$ cat config.mk
export PLATFORM = sky130hd
export DESIGN_NAME = jk_mod_counter
export DESIGN_NICKNAME = d
export VERILOG_FILES = /design/src/rtl/jk_mod_counter.sv
export SDC_FILE = /design/constraint.sdc
export NUM_CORES = 1
export LEC_CHECK = 0
export CORE_AREA = 2 2 39 41
export CTS_BUF_LIST = sky130_fd_sc_hd__clkbuf_8
export DETAILED_ROUTE_END_ITERATION = 10
export DIE_AREA = 0 0 41 43
export PLACE_DENSITY_LB_ADDON = 0.3
export RECOVER_POWER = 25
export SLEW_MARGIN = 5
export SYNTH_ARGS = -nofsm -noshare
export SYNTH_HDL_FRONTEND = slang
export SYNTH_SLANG_ARGS = --single-unit
$ cat constraint.sdc
create_clock -name clk -period 1.53 [get_ports clk]
set_input_delay 0.3825 -clock clk [delete_from_list [all_inputs] [get_ports clk]]
set_output_delay 0.3825 -clock clk [all_outputs]
set_load 0.01 [all_outputs]
$ cat src/rtl/jk_mod_counter.sv
// Modulo-MODULUS up/down counter whose state bits update as JK flip-flops.
// Each bit's j/k pair is derived from clear/load/count controls, with a wrap override at the range ends.
module jk_mod_counter #(
    parameter int WIDTH   = 4,
    parameter int MODULUS = 10
) (
    input  logic             clk,
    input  logic             reset,
    input  logic             en,
    input  logic             up,
    input  logic             clear,
    input  logic             load,
    input  logic [WIDTH-1:0] load_val,
    output logic [WIDTH-1:0] q,
    output logic             wrap,
    output logic             load_err
);

    // One extra bit so MODULUS == 2**WIDTH still compares correctly.
    localparam logic [WIDTH:0]   MOD_EXT = (WIDTH+1)'(MODULUS);
    localparam logic [WIDTH-1:0] MAX_V   = WIDTH'(MODULUS - 1);

    logic [WIDTH-1:0] cnt_q, cnt_d;
    logic             wrap_q, wrap_d;
    logic             err_q, err_d;

    logic [WIDTH-1:0] tog_up, tog_dn, tog;
    logic [WIDTH-1:0] j, k;
    logic [WIDTH-1:0] load_data, target;
    logic             load_bad, wrap_hit;

    always_comb begin
        tog_up[0] = 1'b1;
        tog_dn[0] = 1'b1;
        for (int i = 1; i < WIDTH; i++) begin
            tog_up[i] = tog_up[i-1] & cnt_q[i-1];
            tog_dn[i] = tog_dn[i-1] & ~cnt_q[i-1];
        end
        tog       = up ? tog_up : tog_dn;
        load_bad  = {1'b0, load_val} >= MOD_EXT;
        load_data = load_bad ? MAX_V : load_val;
        wrap_hit  = up ? (cnt_q == MAX_V) : (cnt_q == '0);
        target    = up ? '0 : MAX_V;

        j      = '0;
        k      = '0;
        wrap_d = 1'b0;
        err_d  = err_q;
        if (clear) begin
            k     = '1;
            err_d = 1'b0;
        end else if (load) begin
            j     = load_data;
            k     = ~load_data;
            err_d = err_q | load_bad;
        end else if (en) begin
            if (wrap_hit) begin
                // Force every bit straight to the wrap target instead of rippling.
                j      = target;
                k      = ~target;
                wrap_d = 1'b1;
            end else begin
                j = tog;
                k = tog;
            end
        end
        cnt_d = (j & ~cnt_q) | (~k & cnt_q);
    end

    always_ff @(posedge clk or negedge reset) begin
        if (!reset) begin
            cnt_q  <= '0;
            wrap_q <= 1'b0;
            err_q  <= 1'b0;
        end else begin
            cnt_q  <= cnt_d;
            wrap_q <= wrap_d;
            err_q  <= err_d;
        end
    end

    assign q        = cnt_q;
    assign wrap     = wrap_q;
    assign load_err = err_q;

endmodule
==> flow_metrics.env <==
export IMPL_status="finished, final reports clean"
export IMPL_synthSimpleGateAreaFrac_pct=30.9
export IMPL_ys_seq_area_share_pct=33.4
export IMPL_synthArstFlopShare_pct=100
export IMPL_ir_worst_vdd_mv=0.851
export IMPL_crit_path_cell_trace="clkdlybuf4s50_1 -> buf_4 -> nor2b_1 -> buf_4 -> a31oi_2 -> o311ai_2"
export IMPL_max_freq_ghz=0.677
export IMPL_rsz0062_at_grt="false"
export IMPL_slew_violations=0
export IMPL_final_cell_mix="clkdlybuf4s50_1 (10), buf_4 (10), nor2_1 (6), dfrtp_1 (6)"
export IMPL_gp_congestion=0.743
export IMPL_dp_cells=87
export IMPL_pre_cts_ws_ps=-362
export IMPL_start_util_pct=32.5
export IMPL_num_vias=475
export IMPL_place_detailed_hpwl_um=835
export IMPL_crit_path_frequent_cell="buf_4"
export IMPL_antennaDiodeCount=0
export IMPL_syn_area_sq_um=449
export IMPL_drc=0
export IMPL_synth_edf_count=0
export IMPL_fp_dieArea_sq_mm=0.00176
export IMPL_drive_gt1_share_pct=25.7
export IMPL_synth_cell_types=31
export IMPL_post_cts_resized=5
export IMPL_crit_required_ps=1610
export IMPL_synthMuxAreaShare_pct=0
export IMPL_fin_util_pct=53.0
export IMPL_regArea_sq_um=150
export IMPL_worstMarginPinSlew_ps=348
export IMPL_overflow=0
export IMPL_synth_top_cell_area_share_pct=33.4
export IMPL_synth_nets=59
export IMPL_numCtsBuffers=3
export IMPL_hold_viol_final=0
export IMPL_grt_max_degree=11
export IMPL_die_y_um=43
export IMPL_period_needed_ps=1480
export IMPL_coreArea_sq_mm=0.00138
export IMPL_viasPerCell=5.28
export IMPL_postSynthCellCount=49
export IMPL_synth_xor_area_share_pct=3.90
export IMPL_chipWidth_um=41
export IMPL_grt_pass1_vias=405
export IMPL_yosys_area_top_type="dfrtp_1"
export IMPL_cp_slowest_cell="clkdlybuf4s50_1"
export IMPL_postRouteAntennaNets=0
export IMPL_ctsHoldBuffers=0
export IMPL_track_usage_pct=14.9
export IMPL_fp_row_count=14
export IMPL_clock_latency_ps=220
export IMPL_area_growth_pct=63.2
export IMPL_cts_sinks=6
export IMPL_slew_headroom_pct=76.5
export IMPL_io_pins=16
export IMPL_maxCapViolations=0
export IMPL_setup_violations=0
export IMPL_multiInputGateArea_sq_um=287
export IMPL_p_leak_nw=0.330
export IMPL_ys_top_cells_by_area="dfrtp_1 (33%), a2111oi_4 (6.1%), nor2_1 (5.0%), a211o_1 (3.9%), o21a_1 (3.3%)"
export IMPL_wl_um=1060
export IMPL_ys_ff_latch=6
export IMPL_worstSetupPathType="input port to flop"
export IMPL_cp_arrival_ps=1560
export IMPL_synth_compound_area_share_pct=25.1
export IMPL_reg2reg_slack_ps=80
export IMPL_ys_warnings_count=0
export IMPL_avgSynthCellArea_sq_um=9.17
export IMPL_drtIter0Drc=14
export IMPL_fillers=136
export IMPL_synth_top_family_by_area="simple AND/OR/NAND/NOR gates"
export IMPL_grt_antenna_before_repair=0
export IMPL_routedWlPerCell_um=11.8
export IMPL_layout_nets=86
export IMPL_min_path_type="input port to async pin"
export IMPL_setup_ws_ps=51.9
export IMPL_dr_pass1_iters=4
export IMPL_finClkSkew_ps=1.50
export IMPL_clock_root_buffer="clkbuf_8"
export IMPL_max_stage_delay_ps=420
export IMPL_tritoncts="yes"
export IMPL_port_buffers=15
export IMPL_start_kind="input port"
export IMPL_synth_adder_area_share_pct=0
export IMPL_cts_path_max_buffers=2
export IMPL_instances_no_fill=90
export IMPL_setup_worst_path_end_class="flop"
export IMPL_grt_pass1_wl_um=1810
export IMPL_h_tree_depth=1
export IMPL_ys_flop_type="dfrtp_1"
export IMPL_finalCritPeriodShare_pct=96.6
export IMPL_p_per_area_mw_per_mm2=786
export IMPL_critPathMaxFanout=10
export IMPL_path_clk_slew_ps=40
export IMPL_cts_setup_buffers=0
-- worst max-delay path, delay by kind of cell --
family	cells	cell delay, ps
buf+inv	3	730
compound gates	2	320
simple gates	1	130
-- power by group --
group	switching (mW)	leakage (nW)	total [mW]	internal, mW
Sequential	0.00966	0.0798	0.180	0.171
Clock	0.0639	0.0216	0.232	0.169
Combinational	0.0719	0.228	0.163	0.0916
Total	0.145	0.330	0.576	0.431
-- state kept, by name, summed over array words and instances (netlist names) --
register,cells
q,4
load_err,1
wrap,1
-- cell usage after synthesis (2+ instances only) --
master and count:
dfrtp_1 6, nor2_1 6, inv_1 3, a211o_1 2, clkbuf_1 2, nand2b_1 2, nand3_1 2, nand4_1 2
o21a_1 2
-- per-stage QoR --
| stage | hold slack (ps) | setup TNS, ps | cell area, sq um | power, mW |
|---|---|---|---|---|
| after floorplan | 86.9 | 0 | 449 | 0.258 |
| after global placement | 504 | -1080 | 676 | 0.346 |
| after detailed placement | 495 | -1160 | 676 | 0.347 |
| after CTS | 408 | 0 | 723 | 0.580 |
| after global routing | 500 | 0 | 733 | 0.614 |
| final | 473 | 0 | 733 | 0.576 |
-- routing by layer --
layer | GRT usage (%) | vias up | share of wire [%]
met3 | 6.28 | 0 | 7.1
met1 | 21.9 | 219 | 47
met4 | 2.00 | 0 | 0
met2 | 20.6 | 17 | 46
li1 | - | 239 | -
met5 | 0 | - | 0
-- worst paths after layout --
check | to | startpoint | cells past startpoint
max | q[2]$_DFF_PN0_ | load | 6
min | q[2]$_DFF_PN0_ | reset | 1
max reg2reg | q[3]$_DFF_PN0_ | q[0]$_DFF_PN0_ | 3
min reg2reg | load_err$_DFFE_PN0P_ | load_err$_DFFE_PN0P_ | 2
max in group asynchronous | load_err$_DFFE_PN0P_ | reset | 1
min in group clk | load_err$_DFFE_PN0P_ | load_err$_DFFE_PN0P_ | 2
-- logic make-up after synthesis --
| group | Yosys count |
|---|---|
| buffers and inverters | 6 |
| DFF | 6 |
| and+or+nand+nor | 23 |
| xor gates and xnor gates | 2 |
| AOI/OAI and AO/OA | 12 |
-- cell type report --
cell class	count	area share, %
clock buffers	3	5.63
flip-flops and latches	6	20.5
multi-input cells	37	39.1
inverters	3	1.54
well taps	16	2.73
repair buffers	25	30.5
(Power assumes the default switching activity.)
